### src/rtl/itype_alu_pipe.sv
// Two-stage pipelined I-type ALU (ADDI/ORI/XORI/ANDI/SLLI/SRLI/SRAI) with valid/ready on both sides.
// Define ITYPE_ALU_FLAGS_EN to add registered zero/carry/overflow flag outputs.
module itype_alu_pipe #(
    parameter int unsigned XLEN  = 32,
    parameter int unsigned IMM_W = 12
) (
    input  logic             clk,
    input  logic             rst_n,
    input  logic             in_valid,
    output logic             in_ready,
    input  logic             addi_en,
    input  logic             ori_en,
    input  logic             xori_en,
    input  logic             andi_en,
    input  logic             slli_en,
    input  logic             srli_en,
    input  logic             srai_en,
    input  logic [XLEN-1:0]  rd_data,
    input  logic [IMM_W-1:0] imm,
    output logic             out_valid,
    input  logic             out_ready,
`ifdef ITYPE_ALU_FLAGS_EN
    output logic             flag_z,
    output logic             flag_c,
    output logic             flag_v,
`endif
    output logic [XLEN-1:0]  alu_out,
    output logic             op_err
);

    localparam int unsigned SH_W = $clog2(XLEN);

    localparam logic [6:0] EnAddi = 7'b000_0001;
    localparam logic [6:0] EnOri  = 7'b000_0010;
    localparam logic [6:0] EnXori = 7'b000_0100;
    localparam logic [6:0] EnAndi = 7'b000_1000;
    localparam logic [6:0] EnSlli = 7'b001_0000;
    localparam logic [6:0] EnSrli = 7'b010_0000;
    localparam logic [6:0] EnSrai = 7'b100_0000;

    logic             s1_valid_q, s1_valid_d;
    logic [6:0]       s1_en_q, s1_en_d;
    logic [XLEN-1:0]  s1_rd_q, s1_rd_d;
    logic [IMM_W-1:0] s1_imm_q, s1_imm_d;

    logic             s2_valid_q, s2_valid_d;
    logic [XLEN-1:0]  alu_out_q, alu_out_d;
    logic             op_err_q, op_err_d;

    logic adv1, adv2, accept, move;
    logic [XLEN-1:0] imm_sx, imm_zx, res;
    logic [SH_W-1:0] shamt;
    logic            res_err;

`ifdef ITYPE_ALU_FLAGS_EN
    logic            flag_z_q, flag_z_d;
    logic            flag_c_q, flag_c_d;
    logic            flag_v_q, flag_v_d;
    logic [XLEN:0]   sum_ext;
`endif

    assign adv2     = !s2_valid_q || out_ready;
    assign adv1     = !s1_valid_q || adv2;
    assign in_ready = adv1;
    assign accept   = in_valid && adv1;
    assign move     = s1_valid_q && adv2;

    always_comb begin
        s1_valid_d = s1_valid_q;
        s1_en_d    = s1_en_q;
        s1_rd_d    = s1_rd_q;
        s1_imm_d   = s1_imm_q;
        if (adv1) begin
            s1_valid_d = in_valid;
        end
        if (accept) begin
            s1_en_d  = {srai_en, srli_en, slli_en, andi_en, xori_en, ori_en, addi_en};
            s1_rd_d  = rd_data;
            s1_imm_d = imm;
        end
    end

    // Shifts use the low SH_W bits of the zero-extended immediate; upper bits are ignored.
    always_comb begin
        imm_sx  = XLEN'($signed(s1_imm_q));
        imm_zx  = XLEN'(s1_imm_q);
        shamt   = imm_zx[SH_W-1:0];
        res     = '0;
        res_err = 1'b0;
        case (s1_en_q)
            EnAddi:  res = s1_rd_q + imm_sx;
            EnOri:   res = s1_rd_q | imm_sx;
            EnXori:  res = s1_rd_q ^ imm_sx;
            EnAndi:  res = s1_rd_q & imm_sx;
            EnSlli:  res = s1_rd_q << shamt;
            EnSrli:  res = s1_rd_q >> shamt;
            EnSrai:  res = $signed(s1_rd_q) >>> shamt;
            default: res_err = 1'b1;
        endcase
    end

    always_comb begin
        s2_valid_d = s2_valid_q;
        alu_out_d  = alu_out_q;
        op_err_d   = op_err_q;
        if (adv2) begin
            s2_valid_d = s1_valid_q;
        end
        // Result registers load only on a real transfer so they hold through stalls and bubbles.
        if (move) begin
            alu_out_d = res;
            op_err_d  = res_err;
        end
    end

`ifdef ITYPE_ALU_FLAGS_EN
    always_comb begin
        sum_ext  = {1'b0, s1_rd_q} + {1'b0, imm_sx};
        flag_z_d = flag_z_q;
        flag_c_d = flag_c_q;
        flag_v_d = flag_v_q;
        if (move) begin
            flag_z_d = (res == '0);
            flag_c_d = (s1_en_q == EnAddi) && sum_ext[XLEN];
            flag_v_d = (s1_en_q == EnAddi) && (s1_rd_q[XLEN-1] == imm_sx[XLEN-1])
                       && (sum_ext[XLEN-1] != s1_rd_q[XLEN-1]);
        end
    end

    always_ff @(posedge clk) begin
        if (!rst_n) begin
            flag_z_q <= 1'b0;
            flag_c_q <= 1'b0;
            flag_v_q <= 1'b0;
        end else begin
            flag_z_q <= flag_z_d;
            flag_c_q <= flag_c_d;
            flag_v_q <= flag_v_d;
        end
    end

    assign flag_z = flag_z_q;
    assign flag_c = flag_c_q;
    assign flag_v = flag_v_q;
`endif

    always_ff @(posedge clk) begin
        if (!rst_n) begin
            s1_valid_q <= 1'b0;
            s1_en_q    <= '0;
            s1_rd_q    <= '0;
            s1_imm_q   <= '0;
            s2_valid_q <= 1'b0;
            alu_out_q  <= '0;
            op_err_q   <= 1'b0;
        end else begin
            s1_valid_q <= s1_valid_d;
            s1_en_q    <= s1_en_d;
            s1_rd_q    <= s1_rd_d;
            s1_imm_q   <= s1_imm_d;
            s2_valid_q <= s2_valid_d;
            alu_out_q  <= alu_out_d;
            op_err_q   <= op_err_d;
        end
    end

    assign out_valid = s2_valid_q;
    assign alu_out   = alu_out_q;
    assign op_err    = op_err_q;

endmodule

### config.mk
export PLATFORM = sky130hd
export DESIGN_NAME = itype_alu_pipe
export DESIGN_NICKNAME = d
export VERILOG_FILES = /design/src/rtl/itype_alu_pipe.sv
export SDC_FILE = /design/constraint.sdc
export NUM_CORES = 1
export LEC_CHECK = 0
export ABC_AREA = 0
export BUFFER_PORTS_ARGS = -buffer_cell sky130_fd_sc_hd__buf_4
export CORE_MARGIN = 2
export CORE_UTILIZATION = 45
export DETAILED_ROUTE_END_ITERATION = 6
export GPL_ROUTABILITY_DRIVEN = 0
export GPL_TIMING_DRIVEN = 0
export SLEW_MARGIN = 20
export SYNTH_ARGS = -nofsm -noshare
export SYNTH_HDL_FRONTEND = slang
export SYNTH_SLANG_ARGS = --single-unit
### constraint.sdc
create_clock -name clk -period 6.25 [get_ports clk]
set_input_delay 1.25 -clock clk [delete_from_list [all_inputs] [get_ports clk]]
set_output_delay 1.25 -clock clk [all_outputs]
set_load 0.1 [all_outputs]
-- Yosys cells after proc, flatten, opt, wreduce, memory -nomap -nowiden
Index checks and enable logic that the tools add are counted.
- add/sub/neg operators: 1
- equality and inequality tests: 7
- shift operators: 3
- muxes and demuxes: 2
- bitwise operators: 3
- reduce and logical (&&, ||, !) cells: 7
- operator list (kind ; count):
    32-bit one-hot mux with 7 select lines ; 1
    32-bit adder ; 1
    32-bit AND ; 1
    32-bit OR ; 1
    32-bit by 5-bit << shifter with 32-bit output ; 1
    32-bit by 5-bit right shift with 32-bit output ; 1
    32-bit by 5-bit >>> shifter with 32-bit output ; 1
    32-bit XOR ; 1
    7-bit by 1-bit == test with 1-bit output (second input constant) ; 1
    7-bit by 2-bit == test with 1-bit output (second input constant) ; 1
    7-bit by 3-bit == test with 1-bit output (second input constant) ; 1
    7-bit by 4-bit == test with 1-bit output (second input constant) ; 1
    7-bit by 5-bit == test with 1-bit output (second input constant) ; 1
    7-bit by 6-bit == test with 1-bit output (second input constant) ; 1
    7-bit == test (second input constant) ; 1
    7-bit OR reduction ; 1
    1-bit logical AND ; 2
    1-bit zero test ; 2
    1-bit logical OR ; 2
    1-bit 2-to-1 mux ; 1
- bits in registers: 86
- input port bits: 55
- output and inout port bits: 35
- word-level logic and storage cells: 30

-- Longest topological paths before layout
Gate-level depths: netlist of run 1.
- depth in word-level cells: 4
- gate-level depth with buffers: 14
- mapped depth without buffers: 11

-- Worst setup path before layout of run 1
Ideal clock, no wire load.
- path type: input-to-output
- from: in out_ready
- to: out in_ready
- data arrival time: 2.064 ns
- required time: 5.000 ns
- path slack: 2.936 ns
- cell stages on the path: 2
- buffers on the path: 0
- path through: nor2b_1 nand2_1
- word-level cells in the longest chain between the ends: 2
- ends and longest elaborated chain (element ; line ; text):
    start: declaration ; 21 ; input logic out_ready,
    1-bit logical OR ; 62 ; assign adv2 = !s2_valid_q || out_ready;
    1-bit logical OR ; 63 ; assign adv1 = !s1_valid_q || adv2;
    end: declaration ; 10 ; output logic in_ready,
No other way between the ends.

-- Worst setup path in the final report of run 1
- from: reg s1_imm_q[11]
- to: reg alu_out_q[27], in the netlist alu_out[27]
- word-level cells in the longest chain between the ends: 2
- elaborated cells between the ends (all ways): 5
- those cells by class: 1 x add/sub; 1 x mux; 3 x bitwise
- ends and longest elaborated chain (element ; line ; text):
    start: declaration ; 44 ; logic [IMM_W-1:0] s1_imm_q, s1_imm_d;
    start signal: assignment ; 160 ; s1_imm_q <= s1_imm_d;
    32-bit adder (tied with other cells) ; 91 ; EnAddi: res = s1_rd_q + imm_sx;
    32-bit one-hot mux with 7 select lines (*) ; 90 ; case (s1_en_q)
    end signal: assignment ; 162 ; alu_out_q <= alu_out_d;
    end: declaration ; 47 ; logic [XLEN-1:0] alu_out_q, alu_out_d;
Mark *: on every way between the ends. The rest lies on a longest branch, timed or not.
A chain may end at the register's enable or synchronous reset.

==> results of run 1 <==
-- routing by layer --
layer / track usage (%) / vias up
met1: 49.4 / 5369
met2: 53.0 / 875
met5: 0 / -
li1: - / 5179
met3: 10.4 / 195
met4: 18.4 / 0
-- worst max-delay path: stages (launching register included) --
cell and delay, ps:
dfxtp_1 1060, inv_1 790, ha_1 520, clkbuf_1 260
a21oi_1 300, o21ai_0 170, o31ai_1 680, o21ai_1 150
xnor2_1 190, a221o_1 350
-- sequential cells by signal, indices dropped and copies added (netlist names) --
register	count
alu_out	32
op_err	1
out_valid	1
s1_en_q	7
s1_imm_q	12
s1_rd_q	32
s1_valid_q	1
-- where the power goes --
| part | switching (uW) | internal (uW) | total (uW) |
|---|---|---|---|
| Combinational | 454 | 239 | 693 |
| Clock | 253 | 390 | 643 |
| Sequential | 43.3 | 571 | 614 |
| Total | 750 | 1200 | 1950 |
-- cell families (layout without fill, tap and decap cells) --
logic type               Yosys count  after routing  share of synthesized area, %
AND/OR/NAND/NOR                  447            447                          19.6
flip-flops                        86             86                          17.0
adder cells (fa/ha/maj)           66             66                          8.22
multiplexers                     121            121                          17.5
XOR/XNOR                          17             17                          1.47
buffers and inverters            173            277                          7.58
AO/OA/AOI/OAI                    445            445                          28.7
-- final cells by class --
| class | instances | area (um2) | area share (%) |
|---|---|---|---|
| Buffer | 115 | 551 | 4.79 |
| Clock buffer | 10 | 229 | 1.99 |
| Clock inverter | 5 | 106 | 0.925 |
| Inverter | 58 | 218 | 1.89 |
| Multi-Input combinational cell | 1096 | 7650 | 66.6 |
| Sequential cell | 86 | 1720 | 15.0 |
| Tap cell | 280 | 350 | 3.05 |
| Timing Repair Buffer | 89 | 668 | 5.81 |
-- how the worst max path moves through the flow --
stage	from	cells past startpoint	slack (ps)	to
floorplan	out_ready	2	2940	in_ready
global placement	s1_imm_q[11]$_SDFFE_PN0P_	10	1880	alu_out[19]$_SDFFE_PN0P_
detailed placement	s1_imm_q[11]$_SDFFE_PN0P_	9	1770	alu_out[27]$_SDFFE_PN0P_
CTS	s1_imm_q[11]$_SDFFE_PN0P_	9	1750	alu_out[27]$_SDFFE_PN0P_
global route	s1_imm_q[11]$_SDFFE_PN0P_	10	1540	alu_out[19]$_SDFFE_PN0P_
finish	s1_imm_q[11]$_SDFFE_PN0P_	9	1620	alu_out[27]$_SDFFE_PN0P_
-- placed cells by master, fill, tap and decap left out, types with 23 or more instances in the layout --
cell type  instances
nand2_1          229
a21oi_1          138
buf_4             97
nor2_1            97
dfxtp_1           86
o21ai_0           75
clkbuf_1          67
ha_1              65
inv_1             55
mux2i_1           51
mux4_2            42
mux2_2            28
o211ai_1          27
o21ai_1           27
buf_2             23
-- cell usage after synthesis, drive strengths merged, types with 12 or more instances --
cell type,number
nand2,229
a21oi,138
o21ai,104
nor2,97
dfxtp,86
clkbuf,66
ha,65
inv,58
mux2i,51
buf,49
mux4,42
mux2,28
o211ai,27
nor3,22
nand3,21
a211oi,19
a31oi,19
a221oi,15
a22oi,15
xnor2,13
a21o,12
-- through the flow --
step                      hold WS (ps)  worst slack (ps)
final                              449              1620
after detailed placement           442              1770
after floorplan                    453              2940
after global placement             440              1880
after global routing               467              1540
after CTS                          452              1750
==> impl_metrics.env, run 1 <==
export IMPL_cts_made_buffers=9
export IMPL_vias_per_cell=6.68
export IMPL_top_layer="met4"
export IMPL_yosys_area_top_type="dfxtp_1"
export IMPL_drt_iter0_markers=1786
export IMPL_worstSetupEndpointType="register"
export IMPL_place_inst=1724
export IMPL_synthDistinctLibCells=86
export IMPL_syn_area_um2=10100
export IMPL_utilization_pct=52.4
export IMPL_cts_root_buffer="clkbuf_16"
export IMPL_ant_nets=0
export IMPL_synth_area_leaders="dfxtp_1, mux4_2, nand2_1"
export IMPL_netlist_area_leader_share_pct=17.0
export IMPL_syn_inst=1355
export IMPL_cts_max_path_buffers=2
export IMPL_clk_pin_slew_ps=70
export IMPL_grt_pass1_wl_mm=66.3
export IMPL_cts_resized=0
export IMPL_post_route_min_period_ps=4630
export IMPL_synth_nets=1476
export IMPL_reg2reg_to="alu_out[27]$_SDFFE_PN0P_"
export IMPL_status="finished, violations left"
export IMPL_ys_warnings_count=0
export IMPL_holdBufCountCts=0
export IMPL_path_max_fanout=23
export IMPL_synth_ff_type="dfxtp_1"
export IMPL_area_growth_pct=13.4
export IMPL_r2r_slack_ps=1620
export IMPL_final_cells=1739
export IMPL_grt_max_degree=24
export IMPL_drcViolationCount=1
export IMPL_wl_met1_mm=17.6
export IMPL_synth_area_per_cell_um2=7.48
export IMPL_design_area_um2=11500
export IMPL_die_area_um2=23700
export IMPL_slew_viol_final=0
export IMPL_setup_violations=0
export IMPL_ir_worst_vdd_uv=106
export IMPL_io_pins=90
export IMPL_ys_seq_elements=86
export IMPL_grt_pass1_vias=10500
export IMPL_antenna_found_initial=0
export IMPL_min_from="alu_out[2]$_SDFFE_PN0P_"
export IMPL_nNetsFinal=1576
export IMPL_wirelength_mm=44.3
export IMPL_rsz0062_at_grt="false"
export IMPL_overflow=0
export IMPL_die_x_um=154
export IMPL_grt_usage_pct=36.5
export IMPL_whs_endpoint="alu_out[2]$_SDFFE_PN0P_"
export IMPL_hold_viol_final=0
export IMPL_fillCellCount=2257
export IMPL_power_uw=1950
export IMPL_clk_latency_ps=360
export IMPL_num_rows=54
export IMPL_place_area_um2=11200
export IMPL_p_leak_uw=0.00447
export IMPL_layout_drive_gt1_share_pct=16.4
export IMPL_crit_path_start_kind="register"
export IMPL_clock_sinks=86
export IMPL_synth_edf_count=0
export IMPL_async_reset_ff_share_pct=0
export IMPL_finalCritPeriodShare_pct=74.1
export IMPL_fmax_mhz=216
export IMPL_num_vias=11600
export IMPL_hold_path_class="register to register"
export IMPL_r2r_start="s1_imm_q[11]$_SDFFE_PN0P_"
export IMPL_cts_setup_buffers=0
export IMPL_maxCapViolations=0
export IMPL_initial_core_util_pct=46.2
export IMPL_worst_pin_slew_ps=1120
export IMPL_dp_hpwl_mm=34.6
export IMPL_reg2reg_depth=9
export IMPL_dieHeight_um=154
export IMPL_port_buffers=89
export IMPL_cts_tree="built"
export IMPL_finClkSkew_ps=8.64
export IMPL_required_ps=6500
export IMPL_drt_pre_antenna_iters=7
export IMPL_arrival_ps=4880
export IMPL_violations="DRC"
export IMPL_wl_per_cell_um=25.5
export IMPL_ctsHtreeMaxLevel=3
export IMPL_antenna_cells=0
export IMPL_slew_headroom_pct=25.4
export IMPL_fin_tns_setup_ps=0
export IMPL_dr_wl_met3_mm=5.90
export IMPL_ys_seq_area_share_pct=17.0
export IMPL_whs_path_depth=2
export IMPL_wl_met2_mm=18.0
export IMPL_critPathKind="register to register"
export IMPL_core_um2=22000
export IMPL_p_per_area_nw_per_um2=170
Power figures use the tool's default switching activity.
==> run 2: changes to the inputs <==
==> constraint.sdc (replaced) <==
create_clock -name clk -period 4.32 [get_ports clk]
set_input_delay 0.864 -clock clk [delete_from_list [all_inputs] [get_ports clk]]
set_output_delay 0.864 -clock clk [all_outputs]
set_load 0.1 [all_outputs]
==> run 2 against run 1 <==
Effect of this change: the run still ends with DRC left; critical path depth rose by 4; sequential cell count did not move; cell count barely moved; count of clock-buffer cells in the layout did not move; total power rose by 44%; non-clock buffer count fell by 1.
==> impl_metrics.env, run 2 (synthesis gave the netlist of run 1 again) <==
export IMPL_clk_pin_slew_ps=70
export IMPL_cts_resized=2
export IMPL_crit_start="s1_imm_q[3]$_SDFFE_PN0P_"
export IMPL_worst_pin_slew_ps=1000
export IMPL_area_growth_pct=13.4
export IMPL_layout_drive_gt1_share_pct=16.5
export IMPL_violations="DRC"
export IMPL_slew_viol_final=0
export IMPL_cts_made_buffers=9
export IMPL_setup_violations=0
export IMPL_finClkSkew_ps=8.17
export IMPL_core_um2=22000
export IMPL_layout_commonest_cell="nand2_1"
export IMPL_grt_max_degree=24
export IMPL_holdBufCountCts=0
export IMPL_fmax_mhz=236
export IMPL_whs_endpoint="alu_out[2]$_SDFFE_PN0P_"
export IMPL_p_leak_uw=0.00447
export IMPL_grt_pass1_vias=10500
export IMPL_finalCritPeriodShare_pct=98.0
export IMPL_most_common_layout_cells="nand2_1, a21oi_1, buf_4, nor2_1, dfxtp_1"
export IMPL_critical_path_slowest_cell="clkbuf_1"
export IMPL_grt_pass1_wl_mm=66.3
export IMPL_fin_tns_setup_ps=0
export IMPL_arrival_ps=4480
export IMPL_overflow=0
export IMPL_initial_core_util_pct=46.2
export IMPL_io_pins=90
export IMPL_nNetsFinal=1575
export IMPL_antenna_cells=0
export IMPL_rsz0062_at_grt="false"
export IMPL_required_ps=4570
export IMPL_ctsHtreeMaxLevel=3
export IMPL_drcViolationCount=3
export IMPL_drt_iter0_markers=1820
export IMPL_hold_viol_final=0
export IMPL_design_area_um2=11500
export IMPL_post_route_min_period_ps=4230
export IMPL_dieHeight_um=154
export IMPL_cts_max_path_buffers=2
export IMPL_clk_latency_ps=360
export IMPL_vias_per_cell=6.66
export IMPL_antenna_found_initial=0
export IMPL_num_vias=11600
export IMPL_path_max_fanout=10
export IMPL_critPathKind="register to register"
export IMPL_whs_path_depth=2
export IMPL_slew_headroom_pct=32.4
export IMPL_min_from="alu_out[2]$_SDFFE_PN0P_"
export IMPL_drt_pre_antenna_iters=7
export IMPL_reg2reg_to="alu_out[27]$_SDFFE_PN0P_"
export IMPL_num_rows=54
export IMPL_die_area_um2=23700
export IMPL_status="finished, violations left"
export IMPL_ant_nets=0
export IMPL_cts_root_buffer="clkbuf_16"
export IMPL_grt_usage_pct=36.5
export IMPL_wirelength_mm=44.2
export IMPL_place_area_um2=11200
export IMPL_p_per_area_nw_per_um2=245
export IMPL_r2r_slack_ps=90
export IMPL_clock_sinks=86
export IMPL_crit_path_start_kind="register"
export IMPL_max_stage_delay_ps=530
export IMPL_maxCapViolations=0
export IMPL_cts_setup_buffers=0
export IMPL_dp_hpwl_mm=34.6
export IMPL_die_x_um=154
export IMPL_worstSetupEndpointType="register"
export IMPL_port_buffers=89
export IMPL_reg2reg_depth=13
export IMPL_ir_worst_vdd_uv=152
export IMPL_power_uw=2810
export IMPL_cts_tree="built"
export IMPL_path_common_cell="clkbuf_1"
export IMPL_hold_path_class="register to register"
export IMPL_wl_per_cell_um=25.4
export IMPL_r2r_start="s1_imm_q[3]$_SDFFE_PN0P_"
export IMPL_crit_chain="clkbuf_1 > inv_1 > clkbuf_1 > clkbuf_1 > ha_1 > o21ai_0 > o21bai_2 > o21ai_2 > o311ai_2 > o31ai_2 > o21ai_1 > xnor2_1 > a221o_1"
## run 2: worst max path at each step
stage                                          end  slack (ps)  cells past startpoint
final                     alu_out[27]$_SDFFE_PN0P_          90                     13
after global routing      alu_out[19]$_SDFFE_PN0P_          40                     13
after CTS                 alu_out[27]$_SDFFE_PN0P_         210                     14
after detailed placement  alu_out[27]$_SDFFE_PN0P_        -160                      9
after global placement    alu_out[19]$_SDFFE_PN0P_         -50                     10
after floorplan           alu_out[27]$_SDFFE_PN0P_        1050                     14
## run 2: layer usage
| layer | global-route usage (%) | up-vias | share of wire, % |
|---|---|---|---|
| met5 | 0 | - | 0 |
| met4 | 18.4 | 0 | 6.0 |
| met3 | 10.4 | 174 | 13 |
| met2 | 53.0 | 847 | 41 |
| met1 | 49.4 | 5375 | 40 |
| li1 | - | 5185 | - |
## run 2: per-stage QoR
stage          instances  hold slack (ps)  utilization (%)  worst slack [ps]
6_report            1738              449             52.4              87.8
5_1_grt             1738              467             52.4              36.8
4_1_cts             1739              452             52.4               206
3_5_place_dp        1724              442             50.8              -164
3_3_place_gp        1724              440             50.8             -52.7
2_1_floorplan       1355              453                -              1050
## run 2: final cells by class
class                   instances  area [um2]
plain buffers                 114         547
inverters                      58         218
multi-input cells            1096        7660
flip-flops and latches         86        1720
fillers                      2255       10500
repair buffers                 89         668
clock inverters                 5         106
clock buffers                  10         229
well taps                     280         350
## run 2: where the power goes
part | internal [uW] | switching (uW)
combinational | 345 | 655
clock | 565 | 362
sequential | 826 | 61.5
total | 1740 | 1080
## run 2: critical path, delay by kind of cell, from the launching register on
kind	cells	cell delay, ps
XOR/XNOR	1	170
adder cells (fa/ha/maj)	1	410
flip-flops	1	350
buffers and inverters	4	1480
AO/OA/AOI/OAI	7	1700
==> run 3: changes to the inputs <==
--- a/config.mk
+++ b/config.mk
@@ -5,7 +5,7 @@
 export SDC_FILE = /design/constraint.sdc
 export NUM_CORES = 1
 export LEC_CHECK = 0
-export ABC_AREA = 0
+export ABC_AREA = 1
 export BUFFER_PORTS_ARGS = -buffer_cell sky130_fd_sc_hd__buf_4
 export CORE_MARGIN = 2
 export CORE_UTILIZATION = 45
==> run 3 against run 2 <==
Effect of this change: the run still ends with DRC left; die area grew 3.3%; critical path depth grew 1; global-route usage grew 3.6 points; sequential share of layout area shrank 0.45 points; clock power shrank 12%; first-iteration DRC count grew 7.8%; combinational power grew 31%; routed wire length grew 12%; clock skew grew 3.9 ps; largest cell class unchanged; largest power group unchanged.
==> impl_metrics.env, run 3 <==
export IMPL_slew_headroom_pct=33.4
export IMPL_dieHeight_um=157
export IMPL_synth_nets=2027
export IMPL_drt_pre_antenna_iters=7
export IMPL_fillCellCount=2551
export IMPL_clock_sinks=86
export IMPL_violations="DRC"
export IMPL_finClkSkew_ps=12.1
export IMPL_worst_pin_slew_ps=997
export IMPL_critPathKind="register to register"
export IMPL_drcViolationCount=11
export IMPL_synthTopCellsByCount="nand2_1, nand3_1, inv_1"
export IMPL_crit_path_start_kind="register"
export IMPL_dp_hpwl_mm=39.9
export IMPL_grt_use_met1_pct=50.7
export IMPL_clk_pin_slew_ps=80
export IMPL_place_worst_setup_slack_ps=455
export IMPL_cts_root_buffer="clkbuf_16"
export IMPL_netlist_area_leader_share_pct=23.9
export IMPL_required_ps=4610
export IMPL_ctsHtreeMaxLevel=3
export IMPL_clk_latency_ps=360
export IMPL_port_buffers=89
export IMPL_area_growth_pct=13.0
export IMPL_core_um2=22800
export IMPL_holdBufCountCts=0
export IMPL_antenna_cells=0
export IMPL_syn_area_um2=10500
export IMPL_ys_seq_area_share_pct=16.4
export IMPL_arrival_ps=4370
export IMPL_critPathTopFamily="flip-flops"
export IMPL_top_usage_layer="met2"
export IMPL_reg2reg_to="alu_out[13]$_SDFFE_PN0P_"
export IMPL_wirelength_mm=49.3
export IMPL_layout_drive_gt1_share_pct=10.3
export IMPL_initial_core_util_pct=46.0
export IMPL_slew_viol_final=0
export IMPL_synthDistinctLibCells=48
export IMPL_drt_iter0_markers=1962
export IMPL_whs_ps=467
export IMPL_reg2reg_depth=14
export IMPL_utilization_pct=52.0
export IMPL_fin_tns_setup_ps=0
export IMPL_fmax_mhz=245
export IMPL_design_area_um2=11800
export IMPL_cts_made_buffers=9
export IMPL_maxCapViolations=0
export IMPL_yosys_area_top_type="nand2_1"
export IMPL_async_reset_ff_share_pct=0
export IMPL_ant_nets=0
export IMPL_hold_viol_final=0
export IMPL_grt_use_met3_pct=11.9
export IMPL_cts_resized=0
export IMPL_syn_inst=1906
export IMPL_rsz0062_at_grt="false"
export IMPL_path_depth=14
export IMPL_timing_final_ws_setup_ps=241
export IMPL_synth_edf_count=0
export IMPL_critical_path_slowest_cell="dfxtp_1"
export IMPL_nNetsFinal=2127
export IMPL_r2r_start="s1_imm_q[11]$_SDFFE_PN0P_"
export IMPL_vias_per_cell=5.87
export IMPL_p_leak_uw=0.00606
export IMPL_r2r_slack_ps=240
export IMPL_synth_area_leaders="nand2_1, dfxtp_1, nand3_1"
export IMPL_max_stage_delay_ps=980
export IMPL_yosysMostFrequentCell="nand2_1"
export IMPL_place_area_um2=11500
export IMPL_cts_max_path_buffers=2
export IMPL_grt_usage_pct=40.2
export IMPL_post_route_min_period_ps=4080
export IMPL_grt_max_degree=23
export IMPL_synth_ff_type="dfxtp_1"
export IMPL_antenna_found_initial=0
export IMPL_setup_violations=0
export IMPL_layout_commonest_cell="nand2_1"
export IMPL_die_x_um=157
export IMPL_io_pins=90
export IMPL_worstSetupEndpointType="register"
export IMPL_hold_path_class="register to register"
export IMPL_p_per_area_nw_per_um2=256
export IMPL_ys_warnings_count=0
export IMPL_whs_endpoint="alu_out[3]$_SDFFE_PN0P_"
export IMPL_whs_path_depth=2
export IMPL_ys_seq_elements=86
export IMPL_grt_pass1_vias=12400
export IMPL_wl_per_cell_um=21.2
export IMPL_num_vias=13600
export IMPL_cts_tree="built"
export IMPL_cts_setup_buffers=0
export IMPL_most_common_layout_cells="nand2_1, nand3_1, inv_1, a21oi_1, nor2_1"
export IMPL_finalCritPeriodShare_pct=94.4
export IMPL_die_area_um2=24500
export IMPL_overflow=0
export IMPL_path_max_fanout=22
export IMPL_path_common_cell="nand2_1"
export IMPL_met2_usage_pct=61.5
export IMPL_crit_buf_inv=3
export IMPL_status="finished, violations left"
export IMPL_num_rows=55
export IMPL_ir_worst_vdd_uv=214
export IMPL_grt_pass1_wl_mm=73.5
export IMPL_synth_area_per_cell_um2=5.50
export IMPL_min_from="alu_out[3]$_SDFFE_PN0P_"
export IMPL_crit_chain="inv_1 > ha_1 > nand2_1 > nor2_1 > nand2_1 > inv_1 > nand2_1 > nand2_1 > nor2_1 > o21ai_1 > inv_1 > nand2_1 > nand2_1 > a21oi_1"
run 3: cell types whose count changed in the layout (fill, tap and decap cells not counted), sizes merged, moves of 16 or more:
| cell | previous run | this run |
|---|---|---|
| nand2 | 229 | 674 |
| nand3 | 21 | 344 |
| nor2 | 97 | 129 |
| mux2i | 51 | 0 |
| inv | 59 | 194 |
| mux2 | 28 | 0 |
| a31oi | 19 | 0 |
| mux4 | 42 | 0 |
| a211oi | 19 | 0 |
| clkbuf | 76 | 44 |
| o211ai | 27 | 11 |
run 3: logic make-up (layout without fill, tap and decap cells):
logic type	after synthesis	after routing	share of synthesized area, %
AOI/OAI and AO/OA	255	255	13.0
xor gates and xnor gates	2	2	0.167
adders and majority gates	66	66	7.95
buffers and inverters	286	391	12.0
DFF	86	86	16.4
and+or+nand+nor	1211	1211	50.5
run 3: final cells by class:
class | count | area, um2 | area share, %
Sequential cell | 86 | 1720 | 14.5
Multi-Input combinational cell | 1534 | 7510 | 63.4
Timing Repair Buffer | 89 | 668 | 5.64
Buffer | 93 | 517 | 4.36
Tap cell | 313 | 392 | 3.31
Clock buffer | 9 | 225 | 1.90
Clock inverter | 7 | 75.1 | 0.634
Inverter | 193 | 737 | 6.22
run 3: worst max path at each step:
stage	startpoint	endpoint	slack, ps
detailed placement	s1_imm_q[11]$_SDFFE_PN0P_	alu_out[13]$_SDFFE_PN0P_	460
CTS	s1_imm_q[11]$_SDFFE_PN0P_	alu_out[13]$_SDFFE_PN0P_	440
finish	s1_imm_q[11]$_SDFFE_PN0P_	alu_out[13]$_SDFFE_PN0P_	240
floorplan	out_valid$_SDFFE_PN0P_	s1_valid_q$_SDFFE_PN0N_	1140
global route	s1_imm_q[11]$_SDFFE_PN0P_	alu_out[13]$_SDFFE_PN0P_	70
global placement	s1_imm_q[11]$_SDFFE_PN0P_	alu_out[13]$_SDFFE_PN0P_	310
run 3: per-layer routing:
metal | vias to the layer above | share of wire (%)
met1 | 6130 | 39
met5 | - | 0
met2 | 888 | 42
li1 | 6415 | -
met4 | 0 | 6.2
met3 | 205 | 13
run 3: metrics by stage:
stage,total power (uW),instances
6_report,3030,2324
3_5_place_dp,2170,2308
4_1_cts,2990,2324
5_1_grt,3170,2324
3_3_place_gp,2170,2308
2_1_floorplan,1740,1906
run 3: worst reg2reg max path: cells and delay by family (launching register included):
family / cells / cell delay, ps
buf+inv: 3 / 910
simple gates: 8 / 940
fa+ha+maj: 1 / 670
flops: 1 / 980
compound gates: 2 / 520
run 3: power breakdown:
group          switching (uW)  leakage [uW]  internal, uW
clock network             407      0.000144           410
logic                     938       0.00521           367
registers                72.9      0.000708           839
